<file path="config.mk">
export PLATFORM = sky130hd
export DESIGN_NAME = load_store_multi
export DESIGN_NICKNAME = d
export VERILOG_FILES = /design/src/rtl/load_store_multi.sv
export SDC_FILE = /design/constraint.sdc
export NUM_CORES = 1
export LEC_CHECK = 0
export ABC_AREA = 1
export BUFFER_PORTS_ARGS = -buffer_cell sky130_fd_sc_hd__buf_4
export CAP_MARGIN = 25
export CORE_UTILIZATION = 55
export DETAILED_ROUTE_END_ITERATION = 7
export PLACE_DENSITY = 0.83
export SLEW_MARGIN = 20
export SYNTH_ARGS = -nofsm -noshare
export SYNTH_HDL_FRONTEND = slang
export SYNTH_SLANG_ARGS = --single-unit
</file>
<file path="constraint.sdc">
create_clock -name clk -period 3.3 [get_ports clk]
set_input_delay 0.66 -clock clk [delete_from_list [all_inputs] [get_ports clk]]
set_output_delay 0.66 -clock clk [all_outputs]
set_load 0.02 [all_outputs]
</file>
<file path="src/rtl/load_store_multi.sv">
// Multi-channel saturating fill/drain oscillator: each channel ramps 0..N, dwells at N,
// then drains (triangle) or jumps back to 0 (sawtooth); all_full flags simultaneous tops.
module load_store_multi #(
    parameter int NCH   = 4,
    parameter int N     = 12500,
    parameter int CBITS = 14,
    parameter int STEP  = 1,
    parameter int HOLD  = 2
) (
    input  logic                   clk,
    input  logic                   rst,
    input  logic [NCH-1:0]         en,
    input  logic                   mode,
    output logic [NCH*CBITS-1:0]   vol,
    output logic [NCH-1:0]         full,
    output logic [NCH-1:0]         empty,
    output logic [NCH-1:0]         wrap,
    output logic                   all_full
);

    typedef enum logic [1:0] {
        ST_FILL  = 2'd0,
        ST_TOP   = 2'd1,
        ST_DRAIN = 2'd2
    } state_t;

    localparam int HBITS = (HOLD > 0) ? $clog2(HOLD + 1) : 1;
    localparam logic [CBITS:0]   N_W       = (CBITS+1)'(N);
    localparam logic [CBITS:0]   STEP_W    = (CBITS+1)'(STEP);
    localparam logic [CBITS-1:0] N_C       = CBITS'(N);
    localparam logic [CBITS-1:0] STEP_C    = CBITS'(STEP);
    localparam logic [HBITS-1:0] HOLD_C    = HBITS'(HOLD);
    localparam bit               STEP_EQ_N = (STEP == N);

    if ((2**CBITS) <= (N + STEP)) begin : g_cbits_check
        $error("load_store_multi: CBITS too small, need 2**CBITS > N + STEP");
    end
    if ((STEP < 1) || (STEP > N)) begin : g_step_check
        $error("load_store_multi: STEP must lie in 1..N");
    end

    state_t             state_q [NCH];
    state_t             state_d [NCH];
    logic [CBITS-1:0]   vol_q   [NCH];
    logic [CBITS-1:0]   vol_d   [NCH];
    logic [HBITS-1:0]   hold_q  [NCH];
    logic [HBITS-1:0]   hold_d  [NCH];
    logic [CBITS:0]     fill_sum[NCH];
    logic [NCH-1:0]     full_q, full_d;
    logic [NCH-1:0]     empty_q, empty_d;
    logic [NCH-1:0]     wrap_q, wrap_d;
    logic               all_full_q, all_full_d;

    // Per-channel next state: frozen when disabled, otherwise fill / dwell / drain.
    always_comb begin
        for (int i = 0; i < NCH; i++) begin
            state_d[i]  = state_q[i];
            vol_d[i]    = vol_q[i];
            hold_d[i]   = hold_q[i];
            wrap_d[i]   = 1'b0;
            fill_sum[i] = {1'b0, vol_q[i]} + STEP_W;
            if (en[i]) begin
                case (state_q[i])
                    ST_FILL: begin
                        if (fill_sum[i] >= N_W) begin
                            vol_d[i]   = N_C;
                            state_d[i] = ST_TOP;
                            hold_d[i]  = HOLD_C;
                        end else begin
                            vol_d[i]   = fill_sum[i][CBITS-1:0];
                        end
                    end
                    ST_TOP: begin
                        if (hold_q[i] != {HBITS{1'b0}}) begin
                            hold_d[i] = hold_q[i] - HBITS'(1);
                        end else if (!mode && !STEP_EQ_N) begin
                            vol_d[i]   = N_C - STEP_C;
                            state_d[i] = ST_DRAIN;
                        end else begin
                            // Sawtooth, or a triangle whose single drain step already lands on 0.
                            vol_d[i]   = {CBITS{1'b0}};
                            state_d[i] = ST_FILL;
                            wrap_d[i]  = 1'b1;
                        end
                    end
                    ST_DRAIN: begin
                        if (vol_q[i] > STEP_C) begin
                            vol_d[i]   = vol_q[i] - STEP_C;
                        end else begin
                            vol_d[i]   = {CBITS{1'b0}};
                            state_d[i] = ST_FILL;
                            wrap_d[i]  = (vol_q[i] != {CBITS{1'b0}});
                        end
                    end
                    default: begin
                        vol_d[i]   = {CBITS{1'b0}};
                        state_d[i] = ST_FILL;
                        hold_d[i]  = {HBITS{1'b0}};
                    end
                endcase
            end else begin
                wrap_d[i] = 1'b0;
            end
            full_d[i]  = (vol_d[i] == N_C);
            empty_d[i] = (vol_d[i] == {CBITS{1'b0}});
        end
        all_full_d = &full_d;
    end

    // State and output registers with synchronous reset.
    always_ff @(posedge clk) begin
        if (rst) begin
            for (int i = 0; i < NCH; i++) begin
                state_q[i] <= ST_FILL;
                vol_q[i]   <= {CBITS{1'b0}};
                hold_q[i]  <= {HBITS{1'b0}};
            end
            full_q     <= {NCH{1'b0}};
            empty_q    <= {NCH{1'b1}};
            wrap_q     <= {NCH{1'b0}};
            all_full_q <= 1'b0;
        end else begin
            for (int i = 0; i < NCH; i++) begin
                state_q[i] <= state_d[i];
                vol_q[i]   <= vol_d[i];
                hold_q[i]  <= hold_d[i];
            end
            full_q     <= full_d;
            empty_q    <= empty_d;
            wrap_q     <= wrap_d;
            all_full_q <= all_full_d;
        end
    end

    for (genvar g = 0; g < NCH; g++) begin : g_vol_out
        assign vol[g*CBITS +: CBITS] = vol_q[g];
    end

    assign full     = full_q;
    assign empty    = empty_q;
    assign wrap     = wrap_q;
    assign all_full = all_full_q;

endmodule

</file>
==> qor.csv, run 1 <==
stage,metric,value,unit
routing,Routed WL,25500,µm
logic_synthesis,area of the mapped netlist,8140,µm²
worst_setup_path,startpoint type of the worst setup path,flop,
pwr,Comb power frac,0.411,
pwr,Design Power,3910,µW
logic_synthesis,Netlist cell types,43,
routing,Avg WL per Cell,15.6,µm
placement,IO Port Bufs,75,
sta,Fin. Hold Viols,0,
grt,vias in the first global route,8355,
grt,initial antenna violation count,0,
logic_synthesis,post-synth top area cell,dfxtp_1,
logic_synthesis,predominant post-synthesis flop cell,dfxtp_1,
grt,first-pass GRT wire length,40400,µm
routing,DRC viols,0,
clocking,Post-CTS Setup Bufs,0,
clocking,Hold Buf Count CTS,0,
pwr,switching share of power,0.406,
worst_setup_path,worst r2r path cells,18,
routing,1st-iter DRT viols,1201,
sta,Slew Limit Fails,0,
hold_path,hold crit path type,flop to flop,
clocking,Worst-path clk slew,0.07,ns
logic_synthesis,"count leader, synth",nand2_1,
sta,final critical-path setup slack,0.297,ns
die,Core Region,14500,µm²
hold_path,Hold Path Cell Cnt,2,
die,chip width,124,µm
pwr,Sequential Power Share,0.313,
grt,largest net degree at the start of global routing,69,
die,Starting Density,0.562,
final_layout,Nets,1490,
sta,Tmin final,3.00,ns
sta,final setup fails,0,
run,max_cap viols,0,
routing,DR pass1 iterations,6,
sta,TNS Setup,0,ns
clocking,cts repair resizes,0,
logic_synthesis,Post-synth EDFFs,0,
routing,Vias/cell,5.85,
worst_setup_path,CP arrival,3.28,ns
pwr,static leakage,0.00462,µW
clocking,Clock Latency Late Sink,0.35,ns
routing,vias post-DR,9569,
worst_setup_path,CP Class,flop to flop,
hold_path,hold wc startpoint,hold_q[0][1],
logic_synthesis,most frequent cells after synthesis,"nand2_1, nor2_1, inv_1",
hold_path,hold path endpoint,hold_q[0][1],
sta,worst slew pin tran,0.802,ns
clocking,H-tree level count,3,
placement,post-place setup slack,0.173,ns
worst_setup_path,Reg2Reg Setup Slack,0.30,ns
grt,gr usage total,0.336,
pwr,Max rail drop VDD,0.000290,V
placement,Placement Cell Area,8810,µm²
final_layout,Area Overhead vs Synth,12.6,%
status,status,"finished, final reports clean",
logic_synthesis,Synth top area share,0.209,
logic_synthesis,fraction of registers with async set/reset,0,
die,num ports,76,
placement,placer congestion estimate,1.01,
final_layout,fillcell total,1397,
final_layout,antenna fix cells,0,
final_layout,post-layout util,0.633,
clocking,TritonCTS Buffers,9,
logic_synthesis,Area contributors post-synth,"dfxtp_1, nand2_1, nor2_1",
pwr,Int Power,2320,µW
logic_synthesis,Syn. warnings,0,
routing,DRT antenna net count,0,
die,Site Rows,44,
sta,final cycle utilization of the critical path,0.910,
grt,grt total ovfl,0,
sta,Setup Skew,0.00776,ns
clocking,CTS Sinks,85,
pwr,Psw,1590,µW
worst_setup_path,"Req. time, crit path",3.58,ns
die,die footprint,15300,µm²
logic_synthesis,Syn Area/Cell,5.84,µm²
clocking,clk root buf,clkbuf_16,
clocking,clk buf depth,2,
worst_setup_path,start of the worst register-to-register path,vol_q[2][0],
pwr,Clock power frac,0.276,
worst_setup_path,RR Endpoint,all_full,
worst_setup_path,crit path capture type,flop,
logic_synthesis,#FFs+latches synth,85,
placement,post-DP HPWL,18600,µm
worst_setup_path,Critical Path Fanout Max,13,
die,DIE HEIGHT,124,µm
logic_synthesis,sequential element share of the synthesized area,0.209,
final_layout,Final Cell Area,9170,µm²
sta,Slew HR,0.466,
pwr,P per Cell Area,427,nW/µm²
logic_synthesis,Cells after Synth,1393,
final_layout,share of cells above drive strength 1,0.117,
clocking,CTS tree,yes,
logic_synthesis,Synth Net Count,1436,
sta,Max Freq,333,MHz
[logic make-up after synthesis]
group / share of synthesized area
XOR/XNOR: 0.0592
adder cells (fa/ha/maj): 0.0554
buffers and inverters: 0.116
AND/OR/NAND/NOR: 0.413
AO/OA/AOI/OAI: 0.148
flip-flops: 0.209
[layout by cell type, fill, tap and decap left out, drive strengths merged, types with 2 or more instances in the layout]
cell type,count
o22ai,12
ha,36
nor3,26
xnor2,4
a21oi,85
a32oi,2
clkinv,3
a22oi,14
buf,99
nor2,205
nand4,53
nand3b,2
o211ai,3
a21boi,3
o21ai,68
o221ai,2
dfxtp,85
nand2,380
o2111ai,2
clkbuf,13
inv,169
nand3,110
a211oi,11
xor2,51
a31oi,4
or2,3
[area by class of cell]
| cell class | instances | area (µm²) | share of cell area |
|---|---|---|---|
| clock inverter | 3 | 42.5 | 0.00464 |
| multi-input combinational | 1081 | 5530 | 0.603 |
| inverter | 171 | 642 | 0.0700 |
| clock buffer | 13 | 270 | 0.0295 |
| tap | 184 | 230 | 0.0251 |
| sequential | 85 | 1710 | 0.186 |
| timing repair buffer | 99 | 743 | 0.0811 |
[per-layer routing]
| layer | track usage | wire length, µm | up-vias |
|---|---|---|---|
| met1 | 0.452 | 11000 | 4350 |
| met3 | 0.0531 | 2210 | 66 |
| met5 | 0 | 0 | - |
| li1 | - | - | 4634 |
| met2 | 0.530 | 11600 | 519 |
| met4 | 0.144 | 688 | 0 |
[critical path, stage by stage (launching register included)]
cell and delay, ns:
dfxtp_1 0.48, ha_2 0.30, nand2_1 0.10, nor2_1 0.23, nand2_1 0.12, xor2_1 0.20, inv_1 0.07, nand2_1 0.04
nor2_1 0.17, nand3_4 0.18, nand3_2 0.16, nor2_1 0.05, o21ai_1 0.15, nand2_1 0.07, nor2_1 0.12, nand3_1 0.15
nor2_2 0.16, nand3_1 0.09, nor2_2 0.08
[power groups by stage]
stage	clock network [µW]	logic (µW)	registers [µW]
floorplan	0	1090	1270
global placement	0	1540	1240
detailed placement	0	1550	1240
CTS	1100	1570	1220
global route	1130	1780	1230
finish	1080	1610	1220
[worst max path at each step]
| stage | from | endpoint | slack (ns) | cells after the start |
|---|---|---|---|---|
| after floorplan | vol_q[2][1] | all_full | 0.77 | 21 |
| after global placement | vol_q[2][1] | all_full | 0.17 | 18 |
| after detailed placement | vol_q[2][1] | all_full | 0.17 | 18 |
| after CTS | vol_q[2][1] | all_full | 0.15 | 18 |
| after global routing | vol_q[2][0] | all_full | -0.01 | 19 |
| final | vol_q[2][0] | all_full | 0.30 | 18 |
[flip-flops by register name, indices dropped and copies added (netlist names)]
register,flops
vol_q,56
hold_q,8
state_q,8
empty,4
full,4
wrap,4
all_full,1
[metrics by stage]
stage          instances  hold slack, ns
3_3_place_gp        1620           0.444
5_1_grt             1636           0.491
6_report            1636           0.463
3_5_place_dp        1620           0.456
4_1_cts             1636           0.464
2_1_floorplan       1393           0.433
Note: power is estimated with default switching activity, not from simulation.
==> run 2: changes to the inputs <==
--- a/config.mk
+++ b/config.mk
@@ -6,11 +6,11 @@
 export NUM_CORES = 1
 export LEC_CHECK = 0
 export ABC_AREA = 1
-export BUFFER_PORTS_ARGS = -buffer_cell sky130_fd_sc_hd__buf_4
 export CAP_MARGIN = 25
 export CORE_UTILIZATION = 55
 export DETAILED_ROUTE_END_ITERATION = 7
-export PLACE_DENSITY = 0.83
+export DONT_BUFFER_PORTS = 1
+export PLACE_DENSITY = 0.78
 export SLEW_MARGIN = 20
 export SYNTH_ARGS = -nofsm -noshare
 export SYNTH_HDL_FRONTEND = slang
==> qor.csv, run 2 (same netlist as run 1, synthesis figures left out) <==
stage,metric,value,unit
status,status,"finished, final reports clean",
final_layout,Regs by FF count,"vol_q (56), hold_q (8), state_q (8)",
pwr,P per Cell Area,435,nW/µm²
worst_setup_path,Crit path max-delay family,simple AND/OR/NAND/NOR gates,
sta,final critical-path setup slack,0.330,ns
worst_setup_path,CP Class,flop to flop,
routing,Routed WL,25100,µm
routing,DRT antenna net count,0,
placement,post-place setup slack,0.257,ns
final_layout,share of cells above drive strength 1,0.0813,
final_layout,most frequent cells in the layout,"nand2_1, nor2_1, inv_1",
pwr,Psw,1580,µW
die,DIE HEIGHT,124,µm
run,max_cap viols,0,
routing,Avg WL per Cell,15.8,µm
final_layout,antenna fix cells,0,
sta,Max Freq,337,MHz
routing,DRC viols,0,
clocking,TritonCTS Buffers,9,
sta,Slew Limit Fails,0,
grt,gr usage total,0.332,
clocking,Clock Latency Late Sink,0.35,ns
pwr,Sequential Power Share,0.325,
placement,IO Port Bufs,0,
clocking,H-tree level count,3,
worst_setup_path,CP cell instances,ha_1 -> nand2_1 -> nor2_1 -> nand3_1 -> nor2_1 -> xor2_1 -> nor2_1 -> nand2_1 -> nand3_1 -> o21ai_0 -> nand2_1 -> nand2_1 -> nor2_1 -> nand3_1 -> nor2_1 -> nand3_1 -> nor2_2,
placement,placer congestion estimate,0.976,
die,die footprint,15300,µm²
pwr,Max rail drop VDD,0.000258,V
die,num ports,76,
clocking,clk buf depth,2,
routing,vias post-DR,9212,
sta,Fin. Hold Viols,0,
final_layout,Biggest register,vol_q,
routing,Vias/cell,5.81,
pwr,Int Power,2230,µW
routing,1st-iter DRT viols,1159,
grt,first-pass GRT wire length,39800,µm
hold_path,hold crit path type,primary input to flop,
die,Site Rows,44,
clocking,CTS Sinks,85,
sta,final cycle utilization of the critical path,0.900,
grt,vias in the first global route,8143,
sta,final setup fails,0,
final_layout,max reg flops,56,
clocking,Post-CTS Setup Bufs,0,
pwr,Clock power frac,0.285,
clocking,clk root buf,clkbuf_16,
worst_setup_path,Critical Path Fanout Max,11,
worst_setup_path,Worst path slowest cell,dfxtp_2,
clocking,Worst-path clk slew,0.07,ns
pwr,switching share of power,0.414,
die,Starting Density,0.562,
clocking,CTS tree,yes,
worst_setup_path,CP peak stage delay,0.46,ns
placement,post-DP HPWL,18800,µm
worst_setup_path,crit path capture type,flop,
sta,Tmin final,2.97,ns
sta,worst slew pin tran,0.644,ns
worst_setup_path,crit-path most repeated cell,nor2_1,
grt,largest net degree at the start of global routing,70,
die,chip width,124,µm
grt,grt total ovfl,0,
sta,Slew HR,0.569,
pwr,static leakage,0.00434,µW
worst_setup_path,"Req. time, crit path",3.55,ns
final_layout,Area Overhead vs Synth,7.60,%
final_layout,"commonest non-fill, non-tap cell in the layout",nand2_1,
sta,RSZ-0062 raised after global routing,no,
worst_setup_path,startpoint type of the worst setup path,flop,
final_layout,Nets,1440,
die,Core Region,14500,µm²
pwr,Comb power frac,0.390,
worst_setup_path,"Buf+Inv Stages, Crit Path",0,
grt,initial antenna violation count,0,
sta,Setup Skew,0.00774,ns
sta,TNS Setup,0,ns
routing,DR pass1 iterations,5,
worst_setup_path,CP arrival,3.22,ns
-- run 2: cell count changes in the layout (fill, tap and decap cells not counted), moves of 2 or more --
cell,delta
clkbuf_8,-2
inv_6,+2
dfxtp_2,-3
dfxtp_1,+3
buf_4,-50
-- run 2: cell type report --
cell class / count / area (µm²)
Fill cell: 1457 / 5720
Multi-Input combinational cell: 1081 / 5500
Sequential cell: 85 / 1700
Inverter: 171 / 642
Timing Repair Buffer: 49 / 368
Clock buffer: 10 / 239
Tap cell: 184 / 230
Clock inverter: 6 / 68.8
-- run 2: worst paths after layout --
kind | startpoint | endpoint | slack, ns | depth (start not counted)
worst max register to register | vol_q[1][0] | all_full | 0.33 | 17
worst min register to register | hold_q[2][1] | hold_q[2][1] | 0.47 | 2
worst max-delay path | vol_q[1][0] | all_full | 0.33 | 17
worst min-delay path | rst | vol_q[3][5] | 0.37 | 1
-- run 2: what timing repair did --
action,CTS,global route
gates resized for setup,0,4
hold buffers,0,0
endpoints found under the setup margin,0,3
endpoints found under the hold margin,0,0
-- run 2: metal layers --
| layer | GRT usage | vias up | part of all wire |
|---|---|---|---|
| met5 | 0.0208 | - | 0.0019 |
| met4 | 0.129 | 2 | 0.029 |
| met3 | 0.0710 | 69 | 0.10 |
| met2 | 0.513 | 495 | 0.43 |
| met1 | 0.446 | 4104 | 0.43 |
| li1 | - | 4542 | - |
-- run 2: metrics by stage --
step                cell area [µm²]   util  instances  total power, µW  hold slack (ns)
detailed placement             8440  0.583       1570             2700            0.454
global route                   8760  0.605       1586             4050            0.359
floorplan                      8140      -       1393             2360            0.433
CTS                            8740  0.604       1586             3780            0.362
global placement               8440  0.583       1570             2690            0.446
finish                         8760  0.605       1586             3810            0.375
-- run 2: power groups by stage --
stage,logic [µW],clock network [µW],registers (µW)
floorplan,1090,0,1270
global placement,1440,0,1260
detailed placement,1440,0,1260
CTS,1450,1100,1230
global route,1660,1140,1250
finish,1480,1090,1240
